File: src/rtl/bus_stim_pkg.sv
// rtl/bus_stim_pkg.sv - shared types and default widths for the bus stimulus sequencer
//
// Purpose : sequencer state encoding and default parameter values.
// Contents: stim_state_t (IDLE/RUN/DONE), STIM_ADDR_W, STIM_DATA_W, STIM_DEPTH.
package bus_stim_pkg;

    typedef enum logic [1:0] {
        IDLE = 2'd0,
        RUN  = 2'd1,
        DONE = 2'd2
    } stim_state_t;

    localparam int STIM_ADDR_W = 6;
    localparam int STIM_DATA_W = 8;
    localparam int STIM_DEPTH  = 8;

endpackage

File: src/rtl/bus_stim_table.sv
// rtl/bus_stim_table.sv - beat table register file for the bus stimulus sequencer
//
// Purpose : DEPTH entries of {wr, addr, data}; cleared by reset, one write
//           port, one combinational read port.
// Ports   : i_clk, i_rst          clock, async active-high reset
//           i_we, i_widx          write strobe and entry index
//           i_wr, i_addr, i_data  entry contents to write
//           i_ridx                read index
//           o_wr, o_addr, o_data  entry at i_ridx
module bus_stim_table
    import bus_stim_pkg::*;
#(
    parameter int ADDR_W = STIM_ADDR_W,
    parameter int DATA_W = STIM_DATA_W,
    parameter int DEPTH  = STIM_DEPTH,
    parameter int IDX_W  = $clog2(DEPTH)
) (
    input  logic              i_clk,
    input  logic              i_rst,
    input  logic              i_we,
    input  logic [IDX_W-1:0]  i_widx,
    input  logic              i_wr,
    input  logic [ADDR_W-1:0] i_addr,
    input  logic [DATA_W-1:0] i_data,
    input  logic [IDX_W-1:0]  i_ridx,
    output logic              o_wr,
    output logic [ADDR_W-1:0] o_addr,
    output logic [DATA_W-1:0] o_data
);

    logic [DEPTH-1:0]  r_wr;
    logic [ADDR_W-1:0] r_addr [DEPTH];
    logic [DATA_W-1:0] r_data [DEPTH];
    logic              w_idx_ok;

    // Indices beyond the last entry only exist when DEPTH is not a power of two.
    generate
        if (DEPTH == (1 << IDX_W)) begin : g_full_range
            assign w_idx_ok = 1'b1;
        end else begin : g_part_range
            assign w_idx_ok = (32'(i_widx) < DEPTH);
        end
    endgenerate

    always_ff @(posedge i_clk or posedge i_rst) begin
        if (i_rst) begin
            r_wr <= '0;
            for (int i = 0; i < DEPTH; i++) begin
                r_addr[i] <= '0;
                r_data[i] <= '0;
            end
        end else if (i_we && w_idx_ok) begin
            r_wr[i_widx]   <= i_wr;
            r_addr[i_widx] <= i_addr;
            r_data[i_widx] <= i_data;
        end
    end

    assign o_wr   = r_wr[i_ridx];
    assign o_addr = r_addr[i_ridx];
    assign o_data = r_data[i_ridx];

endmodule

File: src/rtl/bus_stim_seq.sv
// rtl/bus_stim_seq.sv - programmable bus stimulus sequencer top
//
// Purpose : replays up to DEPTH table beats as en/wr/addr/wdata with a
//           ready handshake, one-shot or loop mode and a sticky stop.
// Ports   : i_clk, i_rst                          clock, async active-high reset
//           i_cfg_we, i_cfg_idx                   table write strobe / entry (IDLE only)
//           i_cfg_wr, i_cfg_addr, i_cfg_data      table entry contents
//           i_cfg_len                             beats per pass, latched at start
//           i_start, i_loop_mode, i_stop          sequence control
//           i_ready                               target accepts presented beat
//           o_en, o_wr, o_addr, o_wdata           registered beat outputs
//           o_busy                                high while in RUN
//           o_done                                one-cycle pulse on natural completion
module bus_stim_seq
    import bus_stim_pkg::*;
#(
    parameter int ADDR_W = STIM_ADDR_W,
    parameter int DATA_W = STIM_DATA_W,
    parameter int DEPTH  = STIM_DEPTH,
    parameter int IDX_W  = $clog2(DEPTH),
    parameter int LEN_W  = $clog2(DEPTH + 1)
) (
    input  logic              i_clk,
    input  logic              i_rst,
    input  logic              i_cfg_we,
    input  logic [IDX_W-1:0]  i_cfg_idx,
    input  logic              i_cfg_wr,
    input  logic [ADDR_W-1:0] i_cfg_addr,
    input  logic [DATA_W-1:0] i_cfg_data,
    input  logic [LEN_W-1:0]  i_cfg_len,
    input  logic              i_start,
    input  logic              i_loop_mode,
    input  logic              i_stop,
    input  logic              i_ready,
    output logic              o_en,
    output logic              o_wr,
    output logic [ADDR_W-1:0] o_addr,
    output logic [DATA_W-1:0] o_wdata,
    output logic              o_busy,
    output logic              o_done
);

    stim_state_t       r_state;
    stim_state_t       w_state_nxt;
    logic [IDX_W-1:0]  r_idx;
    logic [IDX_W-1:0]  w_idx_nxt;
    logic [LEN_W-1:0]  r_len;
    logic [LEN_W-1:0]  w_len_start;
    logic              r_loop;
    logic              r_stop_req;

    logic              r_en;
    logic              r_wr;
    logic [ADDR_W-1:0] r_addr;
    logic [DATA_W-1:0] r_wdata;

    logic              w_en_nxt;
    logic              w_wr_nxt;
    logic [ADDR_W-1:0] w_addr_nxt;
    logic [DATA_W-1:0] w_wdata_nxt;

    logic              w_accept;
    logic              w_last;
    logic              w_stop_now;
    logic              w_tbl_we;
    logic              w_tbl_wr;
    logic [ADDR_W-1:0] w_tbl_addr;
    logic [DATA_W-1:0] w_tbl_data;

    // Table is only writable while idle so a running pass sees a stable table.
    assign w_tbl_we = i_cfg_we && (r_state == IDLE);

    bus_stim_table #(
        .ADDR_W (ADDR_W),
        .DATA_W (DATA_W),
        .DEPTH  (DEPTH),
        .IDX_W  (IDX_W)
    ) u_table (
        .i_clk  (i_clk),
        .i_rst  (i_rst),
        .i_we   (w_tbl_we),
        .i_widx (i_cfg_idx),
        .i_wr   (i_cfg_wr),
        .i_addr (i_cfg_addr),
        .i_data (i_cfg_data),
        .i_ridx (w_idx_nxt),
        .o_wr   (w_tbl_wr),
        .o_addr (w_tbl_addr),
        .o_data (w_tbl_data)
    );

    // Lengths above DEPTH would walk the index past the table; clamp them.
    assign w_len_start = (i_cfg_len > LEN_W'(DEPTH)) ? LEN_W'(DEPTH) : i_cfg_len;

    assign w_accept   = (r_state == RUN) && r_en && i_ready;
    assign w_last     = (LEN_W'(r_idx) == (r_len - LEN_W'(1)));
    // A stop arriving on the accepting edge itself counts the same as a sticky one.
    assign w_stop_now = r_stop_req || i_stop;

    // State register
    always_ff @(posedge i_clk or posedge i_rst) begin
        if (i_rst) begin
            r_state <= IDLE;
        end else begin
            r_state <= w_state_nxt;
        end
    end

    // Next-state logic
    always_comb begin
        w_state_nxt = r_state;
        unique case (r_state)
            IDLE: begin
                if (i_start) begin
                    w_state_nxt = (w_len_start == '0) ? DONE : RUN;
                end
            end
            RUN: begin
                if (w_accept) begin
                    if (w_stop_now) begin
                        w_state_nxt = IDLE;
                    end else if (w_last && !r_loop) begin
                        w_state_nxt = DONE;
                    end
                end
            end
            DONE:    w_state_nxt = IDLE;
            default: w_state_nxt = IDLE;
        endcase
    end

    // Output logic: next index and the beat to present after this edge.
    // While stalled the index holds, so reloading from the (frozen) table
    // reproduces the current beat.
    always_comb begin
        w_idx_nxt = '0;
        if (r_state == RUN) begin
            if (w_accept) begin
                w_idx_nxt = w_last ? '0 : (r_idx + IDX_W'(1));
            end else begin
                w_idx_nxt = r_idx;
            end
        end
        w_en_nxt    = (w_state_nxt == RUN);
        w_wr_nxt    = w_en_nxt && w_tbl_wr;
        w_addr_nxt  = w_en_nxt ? w_tbl_addr : '0;
        w_wdata_nxt = w_en_nxt ? w_tbl_data : '0;
    end

    always_ff @(posedge i_clk or posedge i_rst) begin
        if (i_rst) begin
            r_idx      <= '0;
            r_len      <= '0;
            r_loop     <= 1'b0;
            r_stop_req <= 1'b0;
            r_en       <= 1'b0;
            r_wr       <= 1'b0;
            r_addr     <= '0;
            r_wdata    <= '0;
        end else begin
            r_idx   <= w_idx_nxt;
            r_en    <= w_en_nxt;
            r_wr    <= w_wr_nxt;
            r_addr  <= w_addr_nxt;
            r_wdata <= w_wdata_nxt;

            if ((r_state == IDLE) && i_start) begin
                r_len  <= w_len_start;
                r_loop <= i_loop_mode;
            end

            if (w_state_nxt != RUN) begin
                r_stop_req <= 1'b0;
            end else if ((r_state == RUN) && i_stop) begin
                r_stop_req <= 1'b1;
            end
        end
    end

    assign o_en    = r_en;
    assign o_wr    = r_wr;
    assign o_addr  = r_addr;
    assign o_wdata = r_wdata;
    assign o_busy  = (r_state == RUN);
    assign o_done  = (r_state == DONE);

endmodule
File: config.mk
export PLATFORM = sky130hd
export DESIGN_NAME = bus_stim_seq
export DESIGN_NICKNAME = d
export VERILOG_FILES = /design/src/rtl/bus_stim_pkg.sv /design/src/rtl/bus_stim_table.sv /design/src/rtl/bus_stim_seq.sv
export SDC_FILE = /design/constraint.sdc
export NUM_CORES = 1
export LEC_CHECK = 0
export ABC_AREA = 1
export BUFFER_PORTS_ARGS = -buffer_cell sky130_fd_sc_hd__buf_2
export CAP_MARGIN = 20
export CORE_MARGIN = 3
export CORE_UTILIZATION = 40
export DETAILED_ROUTE_END_ITERATION = 7
export PLACE_DENSITY = 0.55
export SLEW_MARGIN = 30
export SYNTH_ARGS = -nofsm -noshare
export SYNTH_HDL_FRONTEND = slang
export SYNTH_SLANG_ARGS = --single-unit
File: constraint.sdc
create_clock -name i_clk -period 4.1 [get_ports i_clk]
set_input_delay 0.41 -clock i_clk [delete_from_list [all_inputs] [get_ports i_clk]]
set_output_delay 0.41 -clock i_clk [all_outputs]
set_load 0.005 [all_outputs]
==> out/qor.txt, run 1 <==
Sequential cell area: 3680 um^2
DR WL/cell: 16.0 um
Overall Global Routing Usage: 20.2%
Gpl congestion: 0.760
Worst vdd ir: 0.385 mV
Worst R2R Start: r_len[0]
Post-detail-place hpwl: 11600 um
Register bit total from synthesis: 147
Worst Setup EP: o_wdata[6]
Crit path DAT: 2.97 ns
Die Height: 139 um
Netlist Area Pre-Place: 7080 um^2
Final setup violation count: 0
Average footprint of a synthesized cell: 7.83 um^2
Slew @ Worst Pin: 0.819 ns
Slew headroom: 44.9%
Slowest Stage Delay on Critical Path: 0.42 ns
Ant diodes: 0
Crit path from: r_len[0]
Fmax: 382 MHz
Pin count of the biggest net entering global routing: 78
Mapped Cells: 904
Max Slew Vio Count: 0
Fin crit period: 2.62 ns
Placed cell areas: 7450 um^2
H-tree Lvls: 4
Highest metal used: met4
Initial core utilization: 40.9%
Worst setup EP type: flop
CP Max Fanout: 35
Area of the multi-input gates: 2650 um^2
Drc violations: 0
# fillers: 1742
Clock sink total: 147
Synth unique cells: 27
Die width: 139 um
First-pass GRT wire length: 30500 um
Synth cell count leaders: 247 x nand2_1, 147 x dfrtp_1, 127 x o21ai_0
LEAKAGE: 4.18 nW
Top cell type's share of synthesized area: 51.9%
RSZ-0062 raised after global routing: false
Reg2reg path depth: 14
Initial antenna violation count: 0
Final wirelength: 18800 um
Outcome: completed
FP Rows: 48
Synthesized-area fraction occupied by adder cells: 0.353%
R2r setup slk: 1.48 ns
Number of synthesized flops with an enable pin: 0
Vias in the first global route: 5469
Critical-path cell list: inv_2 -> ha_1 -> nand2_1 -> inv_1 -> nor2_1 -> nand3_2 -> o21bai_4 -> nand2_2 -> buf_4 -> nand2_1 -> nand3_1 -> nand3_1 -> nand2_1 -> nor2_1
Reg2Reg Capture Point: o_wdata[6]
Vias/cell: 4.90
Top_reg_cell synth: dfrtp_1
Count leader, synth: nand2_1
Synth warn: 0
CTS Hold Bufs: 0
Worst min-delay path class: input port to async pin
CTS tree: done
Max Cap Violations: 0
Power per cell area: 775 nW/um^2
Clk_skew: 0.00634 ns
Clk slew on worst S/H paths: 0.06 ns
Clk_lat worst skew: 0.42 ns
Ys async rst share: 100%
Nets@finish: 965
CP Class: flop to flop
Synth Area in Compound Gates: 9.75%
CP required: 4.45 ns
Metal-1 WL: 8820 um
Simple-Gate Fraction of Synth Area: 27.0%
Pre-Repair DR Iteration Count: 5
Crit-path slowest cell: nand2_2
Fin area: 8050 um^2
Yosys top cell by area: dfrtp_1
Postcts setup bufs: 0
Sum Neg Setup Slack: 0 ns
Fin crit share: 63.9%
Cell mode on critical path: nand2_1
Top Ports: 47
Seq/Total Area, Yosys: 51.9%
Largest family of logic cells by synthesized area: simple AND/OR/NAND/NOR gates
GRT overflow: 0
Root buffer cell: clkbuf_16
Total CTS buffers: 17
Vias after detailed routing: 5739
Xor and xnor area share after synthesis: 0%
Routed wl met3: 710 um
Syn nets: 935
I/O Buffers: 46
PostCTS Resize Cnt: 0
Max Root-Sink Buffers: 2
Share of cells above drive strength 1: 12.1%
Area grow syn2layout: 13.7%
Hold Fails Final Rpt: 0
DRT iter0 DRCs: 408
Critical path startpoint category: flop
Synth top area cells: dfrtp_1 52%, nand2_1 13%, o21ai_0 9.0%, nand3_1 6.6%, inv_1 6.4%
Met2 routed WL: 9120 um
Post-DRT Antenna Nets: 0
Core area: 17300 um^2
Mux contribution to synthesized area: 0%
DIE AREA: 19300 um^2
cell type report:
cell class                 count  share of cell area (%)
sequential                   147                    45.7
multi-input combinational    580                    32.9
inverter                     126                    5.92
clock buffer                  21                    5.84
timing repair buffer          62                    4.51
tap                          225                    3.50
clock inverter                11                    1.65
power breakdown:
part	internal (mW)	total, mW	switching [mW]	leakage, nW
clock	0.997	1.60	0.601	0.302
combinational	0.833	2.24	1.41	2.03
sequential	2.09	2.40	0.306	1.84
routing by layer:
metal  global-route usage, %  up-vias
met2                    33.8      127
met5                       0        -
met1                    27.2     2714
met4                    4.69        0
li1                        -     2885
met3                    4.24       13
placed cells by master, fill, tap and decap left out, types with 2 or more instances in the layout:
cell        Yosys  final
nand2_1       247    247
dfrtp_1       147    147
o21ai_0       127    127
inv_1         121    120
nand3_1        94     93
nor2_1         67     67
buf_2          16     46
clkbuf_16       0     17
nand3b_1       15     15
buf_4           3     15
nand2_2         7      7
clkinv_2        0      7
nand4_1         6      6
inv_2           5      5
nand3_2         2      3
clkbuf_8        0      3
bufinv_16       0      3
nor3_2          0      2
o21ai_1         2      2
a21oi_1         2      2
clkinvlp_4      0      2
ha_1            2      2
registers in the layout, summed over array words and instances (netlist names):
signal          count
u_table.r_data     64
u_table.r_addr     48
o_wdata             8
u_table.r_wr        8
o_addr              6
r_len               4
r_idx               3
r_state             2
o_en                1
o_wr                1
r_loop              1
r_stop_req          1
how the worst min path moves through the flow:
stage | startpoint | end | slack, ns | depth (start not counted)
finish | i_rst | u_table.r_data[52] | 0.1 | 2
global route | i_rst | u_table.r_data[37] | 0.14 | 2
CTS | i_rst | u_table.r_data[36] | 0.12 | 2
detailed placement | u_table.r_addr[35] | u_table.r_addr[35] | 0.47 | 2
global placement | u_table.r_data[47] | u_table.r_data[47] | 0.46 | 2
floorplan | r_loop | r_loop | 0.44 | 2
metrics by stage:
step | setup slack (ns) | power (mW) | cells | utilization [%] | hold slack (ns)
after global routing | 1.24 | 6.79 | 1172 | 46.5 | 0.143
after CTS | 1.48 | 6.30 | 1172 | 46.5 | 0.120
after detailed placement | 1.56 | 4.68 | 1140 | 43.1 | 0.466
final | 1.48 | 6.24 | 1172 | 46.5 | 0.0990
after floorplan | 1.84 | 4.17 | 904 | - | 0.441
after global placement | 1.59 | 4.63 | 1140 | 43.0 | 0.458
worst max-delay path: cells and delay by family, from the launching register on:
kind / cells / cell delay, ns
buf+inv: 3 / 0.51
fa+ha+maj: 1 / 0.30
compound gates: 1 / 0.17
simple gates: 9 / 1.18
flops: 1 / 0.35
kinds of logic after synthesis:
family | after synthesis
AO/OA/AOI/OAI | 134
adder cells (fa/ha/maj) | 2
buffers and inverters | 177
flip-flops | 147
AND/OR/NAND/NOR | 444
Note: power is estimated with default switching activity, not from simulation.
==> run 2: changes to the inputs <==
clock period = 2.3 ns   (was 4.1 ns; I/O delays follow)
==> out/qor.txt, run 2 (synthesized netlist as in run 1, its figures left out) <==
Clk slew on worst S/H paths: 0.06 ns (about the same)
Top Ports: 47 (unchanged)
Final wirelength: 19500 um (was 18800 um)
Post-DRT Antenna Nets: 0 (unchanged)
Area grow syn2layout: 18.1% (was 13.7%)
Fmax: 468 MHz (was 382 MHz)
Fin crit period: 2.14 ns (was 2.62 ns)
Worst setup EP type: flop (unchanged)
Hold path depth: 3
CP Buf/Inv Count: 5 (was 3)
Commonest cells after routing, fill and taps aside: 247 x nand2_1, 147 x dfrtp_1, 127 x o21ai_0, 119 x inv_1, 92 x nand3_1 (was 247 x nand2_1, 147 x dfrtp_1, 127 x o21ai_0, 120 x inv_1, 93 x nand3_1)
Clk_lat worst skew: 0.43 ns (was 0.42 ns)
Die width: 139 um (unchanged)
Fin util: 48.4% (was 46.5%)
Vias/cell: 4.83 (was 4.90)
Core area: 17300 um^2 (unchanged)
Top Family by Delay on Critical Path: simple AND/OR/NAND/NOR gates (unchanged)
Critical-path cell list: inv_2 -> ha_1 -> nand2_1 -> inv_1 -> nor2_2 -> nand3_2 -> buf_4 -> o21bai_4 -> buf_6 -> buf_6 -> nand3b_1 -> nand3_1 -> nand2_1 -> nor2_1 -> nor2_1 (was inv_2 -> ha_1 -> nand2_1 -> inv_1 -> nor2_1 -> nand3_2 -> o21bai_4 -> nand2_2 -> buf_4 -> nand2_1 -> nand3_1 -> nand3_1 -> nand2_1 -> nor2_1)
Max Root-Sink Buffers: 2 (unchanged)
Die Height: 139 um (unchanged)
Final setup violation count: 0 (unchanged)
Initial core utilization: 40.9% (unchanged)
Crit path from: r_len[1] (was r_len[0])
Total CTS buffers: 17 (unchanged)
Max Cap Violations: 0 (unchanged)
CP required: 2.61 ns (was 4.45 ns)
Power per cell area: 1420 nW/um^2 (was 775 nW/um^2)
Critical Path Stages: 15 (was 14)
Clk_skew: 0.0134 ns (was 0.00634 ns)
Largest register FFs: 64 (unchanged)
FP Rows: 48 (unchanged)
LEAKAGE: 4.32 nW (was 4.18 nW)
Crit-path slowest cell: dfrtp_1 (was nand2_2)
Overall Global Routing Usage: 20.7% (was 20.2%)
Pin count of the biggest net entering global routing: 86 (was 78)
CP Class: flop to flop (unchanged)
Slowest Stage Delay on Critical Path: 0.37 ns (was 0.42 ns)
Fin crit share: 93.0% (was 63.9%)
Worst vdd ir: 0.747 mV (was 0.385 mV)
GRT overflow: 0 (unchanged)
Reg2Reg Capture Point: o_addr[3] (was o_wdata[6])
Initial antenna violation count: 0 (unchanged)
Vias in the first global route: 5657 (was 5469)
Pre-Repair DR Iteration Count: 5 (unchanged)
Clock sink total: 147 (unchanged)
Most flop-heavy register: u_table.r_data (unchanged)
Routed wl met3: 684 um (was 710 um)
Highest metal used: met4 (unchanged)
CTS tree: done (unchanged)
First-pass GRT wire length: 31400 um (was 30500 um)
Drc violations: 0 (unchanged)
Slew @ Worst Pin: 0.562 ns (was 0.819 ns)
Most common cell after layout, fill and taps aside: nand2_1 (unchanged)
Share of cells above drive strength 1: 14.1% (was 12.1%)
Metal-1 WL: 8940 um (was 8820 um)
DIE AREA: 19300 um^2 (unchanged)
Met2 routed WL: 9640 um (was 9120 um)
Worst min-delay path class: input port to flop (was input port to async pin)
Final cell count without fillers: 1188 (was 1172)
Outcome: completed (unchanged)
I/O Buffers: 46 (unchanged)
Vias after detailed routing: 5740 (was 5739)
H-tree Lvls: 4 (unchanged)
CP Max Fanout: 11 (was 35)
Slew headroom: 62.5% (was 44.9%)
Ant diodes: 0 (unchanged)
Hold wc startpoint: i_loop_mode
Gpl congestion: 0.756 (was 0.760)
DRT iter0 DRCs: 412 (was 408)
R2r setup slk: 0.16 ns (was 1.48 ns)
Biggest regs: u_table.r_data x64, u_table.r_addr x48 (unchanged)
Reg2reg path depth: 15 (was 14)
WHS: 0.0237 ns (was 0.0990 ns)
Endpoint, Worst Hold: r_loop
Root buffer cell: clkbuf_16 (unchanged)
Hold Fails Final Rpt: 0 (unchanged)
Nets@finish: 981 (was 965)
Crit path DAT: 2.45 ns (was 2.97 ns)
Critical path startpoint category: flop (unchanged)
Worst R2R Start: r_len[1] (was r_len[0])
DP Cell Count: 1152 (was 1140)
Post-detail-place hpwl: 12000 um (was 11600 um)
Max Slew Vio Count: 0 (unchanged)
DR WL/cell: 16.4 um (was 16.0 um)
run 2: changes by cell type in the layout (fill, tap and decap cells not counted), sizes merged:
| cell | previous run | this run |
|---|---|---|
| clkinv | 7 | 4 |
| dlygate4sd3 | 0 | 1 |
| buf | 62 | 76 |
| clkbuf | 21 | 20 |
| bufinv | 3 | 6 |
| inv | 125 | 127 |
run 2: worst max-delay path by stage:
stage,end,slack (ns)
after detailed placement,o_addr[2],0.10
after floorplan,o_addr[0],0.22
after global routing,o_wdata[7],-0.02
final,o_addr[3],0.16
after global placement,o_addr[2],0.13
after CTS,o_addr[2],0.05
run 2: report_power, final:
| part | total, mW | switching (mW) | internal [mW] | leakage (nW) |
|---|---|---|---|---|
| clock network | 3.19 | 1.12 | 2.07 | 0.328 |
| registers | 4.27 | 0.542 | 3.73 | 1.84 |
| logic | 4.39 | 2.65 | 1.74 | 2.15 |
| total | 11.8 | 4.31 | 7.54 | 4.32 |
run 2: tightest hold or removal path: cells and delay by family:
family,cells,cell delay (ns)
buf+inv,1,0.08
simple gates,2,0.09
run 2: final cells by class:
type	instances	area [um^2]
clock inverters	13	229
flip-flops and latches	147	3680
inverters	126	479
repair buffers	78	593
well taps	225	282
clock buffers	19	443
fillers	1718	8930
multi-input cells	580	2660
run 2: stage by stage:
stage | setup slack [ns] | instance area (um^2) | TNS, ns | total power, mW
final | 0.162 | 8360 | 0 | 11.8
after detailed placement | 0.102 | 7580 | 0 | 8.51
after global placement | 0.126 | 7580 | 0 | 8.44
after floorplan | 0.223 | 7090 | 0 | 7.44
after CTS | 0.0516 | 8260 | 0 | 11.7
after global routing | -0.0186 | 8360 | -0.0605 | 12.9
run 2: routing by layer:
layer	track usage, %	vias up
li1	-	2923
met1	28.4	2693
met2	34.2	109
met3	3.59	15
met4	5.20	0
met5	0	-
run 2: timing repair:
action,in CTS,in global routing
hold buffers,1,0
gates resized for setup,0,18
endpoints found under the setup margin,0,15
hold endpoints to repair,17,0
setup buffers,0,1
